==> src/rtl/seg_pkg.sv <==
// seg_pkg: shared segment patterns, FSM state type and nibble encoder
// Patterns are {g,f,e,d,c,b,a}, active-high, before any output polarity step.
package seg_pkg;

    typedef enum logic [1:0] {IDLE, CONV, COMMIT} state_t;

    localparam logic [6:0] SEG_0     = 7'h3F;
    localparam logic [6:0] SEG_1     = 7'h06;
    localparam logic [6:0] SEG_2     = 7'h5B;
    localparam logic [6:0] SEG_3     = 7'h4F;
    localparam logic [6:0] SEG_4     = 7'h66;
    localparam logic [6:0] SEG_5     = 7'h6D;
    localparam logic [6:0] SEG_6     = 7'h7D;
    localparam logic [6:0] SEG_7     = 7'h07;
    localparam logic [6:0] SEG_8     = 7'h7F;
    localparam logic [6:0] SEG_9     = 7'h6F;
    localparam logic [6:0] SEG_A     = 7'h77;
    localparam logic [6:0] SEG_B     = 7'h7C;
    localparam logic [6:0] SEG_C     = 7'h39;
    localparam logic [6:0] SEG_D     = 7'h5E;
    localparam logic [6:0] SEG_E     = 7'h79;
    localparam logic [6:0] SEG_F     = 7'h71;
    localparam logic [6:0] SEG_DASH  = 7'h40;
    localparam logic [6:0] SEG_BLANK = 7'h00;

    localparam logic [6:0] SEG_LUT [16] = '{
        SEG_0, SEG_1, SEG_2, SEG_3, SEG_4, SEG_5, SEG_6, SEG_7,
        SEG_8, SEG_9, SEG_A, SEG_B, SEG_C, SEG_D, SEG_E, SEG_F
    };

    function automatic logic [6:0] seg_encode(input logic [3:0] nibble);
        return SEG_LUT[nibble];
    endfunction

endpackage

==> src/rtl/seg_scan_display_if.sv <==
// seg_scan_display_if: load/status/display bundle of the scanned segment driver
// master drives value_in, load, mode_hex, blank_lz; slave drives busy, overflow,
// digit_sel and seg_data.
interface seg_scan_display_if #(
    parameter int N_DIGITS = 8,
    parameter int VAL_W    = 10
);
    logic [VAL_W-1:0]    value_in;
    logic                load;
    logic                mode_hex;
    logic                blank_lz;
    logic                busy;
    logic                overflow;
    logic [N_DIGITS-1:0] digit_sel;
    logic [6:0]          seg_data;

    modport master (
        output value_in, load, mode_hex, blank_lz,
        input  busy, overflow, digit_sel, seg_data
    );

    modport slave (
        input  value_in, load, mode_hex, blank_lz,
        output busy, overflow, digit_sel, seg_data
    );
endinterface

==> src/rtl/seg_bin2bcd.sv <==
// seg_bin2bcd: sequential double-dabble converter, one input bit per cycle
// Ports: clk, rstb (sync active-high), start (loads value), value,
// done (high in the cycle performing the last shift), bcd, ovf (sticky).
module seg_bin2bcd #(
    parameter int VAL_W    = 10,
    parameter int N_DIGITS = 8
) (
    input  logic                    clk,
    input  logic                    rstb,
    input  logic                    start,
    input  logic [VAL_W-1:0]        value,
    output logic                    done,
    output logic [4*N_DIGITS-1:0]   bcd,
    output logic                    ovf
);
    localparam int NW = 4 * N_DIGITS;
    localparam int CW = $clog2(VAL_W + 1);

    logic [VAL_W-1:0]    sh;
    logic [CW-1:0]       cnt;
    logic [NW-1:0]       adj;
    logic [NW+VAL_W-1:0] nxt;

    always_comb begin
        adj = bcd;
        for (int i = 0; i < N_DIGITS; i++)
            adj[4*i +: 4] = bcd[4*i +: 4] >= 4'd5 ? bcd[4*i +: 4] + 4'd3 : bcd[4*i +: 4];
    end

    // Whatever leaves the top nibble is a carry the display cannot hold.
    assign nxt  = {adj, sh} << 1;
    assign done = cnt == CW'(1);

    always_ff @(posedge clk) begin
        if (rstb) begin
            sh  <= '0;
            bcd <= '0;
            cnt <= '0;
            ovf <= 1'b0;
        end else if (start) begin
            sh  <= value;
            bcd <= '0;
            cnt <= CW'(VAL_W);
            ovf <= 1'b0;
        end else if (cnt != '0) begin
            sh  <= nxt[VAL_W-1:0];
            bcd <= nxt[NW+VAL_W-1:VAL_W];
            ovf <= ovf | adj[NW-1];
            cnt <= cnt - 1'b1;
        end
    end
endmodule

==> src/rtl/seg_scan_display.sv <==
// seg_scan_display: binary value to multiplexed seven-segment display driver
// Ports: clk, rstb (sync active-high reset), bus (slave side of
// seg_scan_display_if: value_in/load/mode_hex/blank_lz in,
// busy/overflow/digit_sel/seg_data out).
module seg_scan_display
    import seg_pkg::*;
#(
    parameter int N_DIGITS       = 8,
    parameter int VAL_W          = 10,
    parameter int CLK_DIV        = 50000,
    parameter int SEG_ACTIVE_LOW = 1,
    parameter int DIG_ACTIVE_LOW = 1
) (
    input  logic clk,
    input  logic rstb,
    seg_scan_display_if.slave bus
);
    localparam int NW = 4 * N_DIGITS;
    localparam int IW = N_DIGITS > 1 ? $clog2(N_DIGITS) : 1;
    localparam int PW = $clog2(CLK_DIV);
    localparam logic [IW-1:0]       LAST    = IW'(N_DIGITS - 1);
    localparam logic [PW-1:0]       PRE_MAX = PW'(CLK_DIV - 1);
    localparam logic [N_DIGITS-1:0] ONE     = N_DIGITS'(1);

    state_t              state;
    logic                busy_q, ovf_q, hex_q, start, done, eng_ovf, lz;
    logic [VAL_W-1:0]    val_q;
    logic [NW-1:0]       nib, bcd;
    logic [VAL_W+NW-1:0] ext;
    logic [PW-1:0]       pre;
    logic [IW-1:0]       idx;
    logic [N_DIGITS-1:0] dig_q;
    logic [6:0]          seg_q;

    assign start = state == IDLE && bus.load && !bus.mode_hex;
    // Upper part of ext holds any value bits that do not fit the hex display.
    assign ext   = {{NW{1'b0}}, val_q};

    seg_bin2bcd #(.VAL_W(VAL_W), .N_DIGITS(N_DIGITS)) u_bin2bcd (
        .clk   (clk),
        .rstb  (rstb),
        .start (start),
        .value (bus.value_in),
        .done  (done),
        .bcd   (bcd),
        .ovf   (eng_ovf)
    );

    always_ff @(posedge clk) begin
        if (rstb) begin
            state  <= IDLE;
            busy_q <= 1'b0;
            ovf_q  <= 1'b0;
            hex_q  <= 1'b0;
            val_q  <= '0;
            nib    <= '0;
        end else if (state == IDLE && bus.load) begin
            val_q  <= bus.value_in;
            hex_q  <= bus.mode_hex;
            busy_q <= 1'b1;
            state  <= bus.mode_hex ? COMMIT : CONV;
        end else if (state == CONV && done) begin
            state  <= COMMIT;
        end else if (state == COMMIT) begin
            nib    <= hex_q ? ext[NW-1:0] : bcd;
            ovf_q  <= hex_q ? |ext[VAL_W+NW-1:NW] : eng_ovf;
            busy_q <= 1'b0;
            state  <= IDLE;
        end
    end

    // A digit is a leading zero when it and every higher nibble are zero.
    assign lz = bus.blank_lz && idx != '0 && (nib >> (4 * idx)) == '0;

    always_ff @(posedge clk) begin
        if (rstb) begin
            pre   <= '0;
            idx   <= '0;
            dig_q <= '0;
            seg_q <= SEG_BLANK;
        end else begin
            pre   <= pre == PRE_MAX ? '0 : pre + 1'b1;
            idx   <= pre == PRE_MAX ? (idx == LAST ? '0 : idx + 1'b1) : idx;
            dig_q <= ONE << idx;
            seg_q <= ovf_q ? SEG_DASH : lz ? SEG_BLANK : seg_encode(nib[4*idx +: 4]);
        end
    end

    assign bus.busy      = busy_q;
    assign bus.overflow  = ovf_q;
    assign bus.digit_sel = DIG_ACTIVE_LOW != 0 ? ~dig_q : dig_q;
    assign bus.seg_data  = SEG_ACTIVE_LOW != 0 ? ~seg_q : seg_q;
endmodule

==> src/flat_wrapper.sv <==
// flat-port wrapper written by rule: the top's interface ports become plain ports
module seg_scan_display_flat import seg_pkg::*;
#(
    parameter int N_DIGITS       = 8,
    parameter int VAL_W          = 10,
    parameter int CLK_DIV        = 50000,
    parameter int SEG_ACTIVE_LOW = 1,
    parameter int DIG_ACTIVE_LOW = 1
)
  (clk, rstb, bus_value_in, bus_load, bus_mode_hex, bus_blank_lz, bus_busy, bus_overflow, bus_digit_sel, bus_seg_data);
  seg_scan_display_if #(.N_DIGITS(N_DIGITS), .VAL_W(VAL_W)) bus_i ();
  input  logic clk;
  input  logic rstb;
  input wire logic [$bits(bus_i.value_in)-1:0] bus_value_in;
  input wire logic [$bits(bus_i.load)-1:0] bus_load;
  input wire logic [$bits(bus_i.mode_hex)-1:0] bus_mode_hex;
  input wire logic [$bits(bus_i.blank_lz)-1:0] bus_blank_lz;
  output wire logic [$bits(bus_i.busy)-1:0] bus_busy;
  output wire logic [$bits(bus_i.overflow)-1:0] bus_overflow;
  output wire logic [$bits(bus_i.digit_sel)-1:0] bus_digit_sel;
  output wire logic [$bits(bus_i.seg_data)-1:0] bus_seg_data;
  assign bus_i.value_in = bus_value_in;
  assign bus_i.load = bus_load;
  assign bus_i.mode_hex = bus_mode_hex;
  assign bus_i.blank_lz = bus_blank_lz;
  assign bus_busy = bus_i.busy;
  assign bus_overflow = bus_i.overflow;
  assign bus_digit_sel = bus_i.digit_sel;
  assign bus_seg_data = bus_i.seg_data;
  seg_scan_display #(.N_DIGITS(N_DIGITS), .VAL_W(VAL_W), .CLK_DIV(CLK_DIV), .SEG_ACTIVE_LOW(SEG_ACTIVE_LOW), .DIG_ACTIVE_LOW(DIG_ACTIVE_LOW)) u_core (.clk(clk), .rstb(rstb), .bus(bus_i));
endmodule
==> config.mk <==
export PLATFORM = sky130hd
export DESIGN_NAME = seg_scan_display_flat
export DESIGN_NICKNAME = d
export VERILOG_FILES = /design/src/rtl/seg_pkg.sv /design/src/rtl/seg_scan_display_if.sv /design/src/rtl/seg_bin2bcd.sv /design/src/rtl/seg_scan_display.sv /design/src/flat_wrapper.sv
export SDC_FILE = /design/constraint.sdc
export NUM_CORES = 1
export LEC_CHECK = 0
export BUFFER_PORTS_ARGS = -buffer_cell sky130_fd_sc_hd__buf_2
export CAP_MARGIN = 20
export CORE_MARGIN = 1
export CORE_UTILIZATION = 45
export CTS_CLUSTER_DIAMETER = 200
export DETAILED_ROUTE_END_ITERATION = 10
export GPL_TIMING_DRIVEN = 0
export REMOVE_ABC_BUFFERS = 1
export SYNTH_ARGS = -nofsm -noshare
export SYNTH_HDL_FRONTEND = slang
export SYNTH_SLANG_ARGS = --single-unit
==> constraint.sdc <==
create_clock -name clk -period 4.62 [get_ports clk]
set_input_delay 1.155 -clock clk [delete_from_list [all_inputs] [get_ports clk]]
set_output_delay 1.155 -clock clk [all_outputs]
set_load 0.02 [all_outputs]
==> reports/metrics.cfg <==
[synth]
synth_warnings=0
synthTopCellsByArea=dfxtp_1, nand2_1, a21oi_1, ha_1, nor2_1
yosysTopAreaCell=dfxtp_1
ys_types=46
synth.top_cell.area_share_pct=40.53
synth_seq_cells=128
synthFlopType=dfxtp_1
synth_seq_area_share_pct=40.53
synth-edff-count=0
syn_avg_cell_area_um2=8.243
synthCells=767
async_flop_share_pct=0
synth_area_um2=6322

[clock_tree]
h-tree-depth=4
cts_resized=0
clkTransAtPathRegs_ns=0.06
post_cts_buffers=0
clkLatencyLatePin_ns=0.42
root_buffer=clkbuf_16
clock_path_buffers=2
cts_made_buffers=17
cts_sinks=128
ctsHoldBuffers=0
cts_tree=built

[timing]
slew_violations=0
fmax_ghz=0.3202
tns_ns=0
skew_ns=0.008416
rsz0062_at_grt=no
worst_slew_pin_slew_ns=0.9999
hold_viol_final=0
final.period_utilization_pct=67.60
period_minus_slack_ns=3.123
setup_ws_ns=1.497
relSlewSlack_pct=33.25
setup_viol=0
holdWs_ns=0.4597

[critical_path]
cp-end-kind=flip-flop
cp.arrival_ns=3.40
cp_data_required_time_ns=4.90
critPathSlowestCell=dfxtp_1
cp-endpoint=u_core.seg_q[2]
reg2reg_from=u_core.idx[0]
worst_r2r_path_depth=9
worst_setup_path_start_kind=flip-flop
cp_cell_sequence=mux4_2, mux2_2, inv_1, ha_1, nand2_1, a31oi_1, nand4b_4, o21ai_4, a311oi_1
rrSetupSlack_ns=1.50
path_delay_family=multiplexers
crit_buf_inv=1
critPathLaunch=u_core.idx[0]
max_stage_delay_ns=0.89
reg2reg_to=u_core.seg_q[2]
path_max_fanout=23
path_class=flip-flop to flip-flop
cp.depth=9

[power]
p_leak_nw=2.693
peakVddDrop_mv=0.4100
power.density_nw_per_um2=444.3
totalPowerFinal_mw=3.247

[floorplanning]
die_area_um2=14530
dieWidth_um=120.5
die_h_um=120.5
num_io_pins=32
design.core.area_um2=13450
rows=42
initial_core_util_pct=47.00

[cells_and_area]
layout-drive-gt1-share_pct=11.57
most-common-layout-cells=dfxtp_1, nand2_1, a21oi_1
areaGrowthSynthToFinish_pct=15.61
num-fill-cells=1278
fin_nets=826
diodes=0
layout_commonest_cell=dfxtp_1
final_cell_area_um2=7310

[placed_design]
port_buffers=31
place_ws_ns=1.193
gp_routability_congestion=0.8391
hpwl_um=9264
place_area_um2=6620

[worst_hold_path]
hp-class=flip-flop to flip-flop

[detailed_routing]
drt-initial-drc-count=326
drc=0
routed_wl_um=13460
ant_nets=0
vias_per_cell=5.318
wl_per_cell_um=13.86
drt_first_pass_iters=5
dr_total_vias=5164

[global_route]
grt_max_degree=47
antenna_found_initial=0
grt_pass1_wl_um=23160
overflow=0
grt_pass1_vias=4890
grt_usage_pct=20.00

[run_status]
status=completed

[job]
cap_violations=0

==> through the flow <==
step	cells	utilization [%]
detailed placement	939	49.21
CTS	971	54.33
floorplan	724	-
global placement	931	48.45
finish	971	54.33
global route	971	54.33
==> kinds of logic after synthesis <==
| kind of cell | Yosys count | share of synthesized area (%) |
|---|---|---|
| flip-flops | 128 | 40.53 |
| AO/OA/AOI/OAI | 163 | 15.06 |
| buffers and inverters | 81 | 5.106 |
| multiplexers | 37 | 7.896 |
| XOR/XNOR | 23 | 3.186 |
| AND/OR/NAND/NOR | 306 | 22.48 |
| adder cells (fa/ha/maj) | 29 | 5.739 |
==> cells in the mapped netlist, types with 3 or more instances <==
master	number
clkbuf_1	36
buf_2	3
nor4_1	9
o22ai_1	4
ha_1	29
dfxtp_1	128
nand2_1	121
and2_1	8
mux2_2	3
xnor2_1	14
nand3b_1	14
or3_1	11
nor3b_1	7
a311oi_1	10
a21oi_1	87
and3_1	5
a211oi_1	17
xor2_1	9
nor2_1	80
mux4_2	8
inv_1	36
nand3_1	14
mux2i_1	24
nand2b_1	13
nor3_1	15
o21ai_0	30
nor2b_1	3
==> state kept, by name, indices dropped and copies added, names as in the netlist, 2 cells and up <==
register              flops
u_core.state              2
u_core.dig_q              8
u_core.pre               16
u_core.seg_q              7
u_core.nib               32
u_core.u_bin2bcd.bcd     32
u_core.u_bin2bcd.sh      10
u_core.idx                3
u_core.val_q             10
u_core.u_bin2bcd.cnt      4
==> where the power goes <==
part           switching (mW)  internal (mW)
clock                   0.494           1.07
combinational           0.286          0.170
sequential             0.0635           1.17
total                   0.844           2.40
==> per-layer routing <==
| layer | wire [µm] | track usage [%] |
|---|---|---|
| met3 | 447 | 4.764 |
| met4 | 225 | 8.025 |
| met5 | 0 | 0 |
| met1 | 6533 | 26.13 |
| met2 | 6254 | 31.72 |
==> final cells by class <==
class                      instances  area (µm²)  area share [%]
clock buffer                      18       429.2           5.871
clock inverter                    14       260.3           3.560
inverter                          38       142.6           1.951
multi-input combinational        558        3451           47.21
sequential                       128        2562           35.06
tap                              176       220.2           3.013
timing repair buffer              39       244.0           3.338
==> worst min path at each step <==
stage,start,slack (ns),depth (start not counted),to
after CTS,u_core.val_q[0],0.46,2,u_core.val_q[0]
after floorplan,u_core.pre[0],0.43,1,u_core.pre[0]
after detailed placement,u_core.val_q[0],0.45,2,u_core.val_q[0]
final,u_core.val_q[0],0.46,2,u_core.val_q[0]
after global placement,u_core.pre[0],0.44,1,u_core.pre[0]
after global routing,u_core.val_q[0],0.49,2,u_core.val_q[0]
==> worst reg2reg max path: cells and delay by family (launching register included) <==
kind                     cells  cell delay, ns
multiplexers                 2            1.00
AND/OR/NAND/NOR              2            0.21
AO/OA/AOI/OAI                3            0.53
flip-flops                   1            0.89
adder cells (fa/ha/maj)      1            0.19
buffers and inverters        1            0.16
Power figures use the tool's default switching activity.
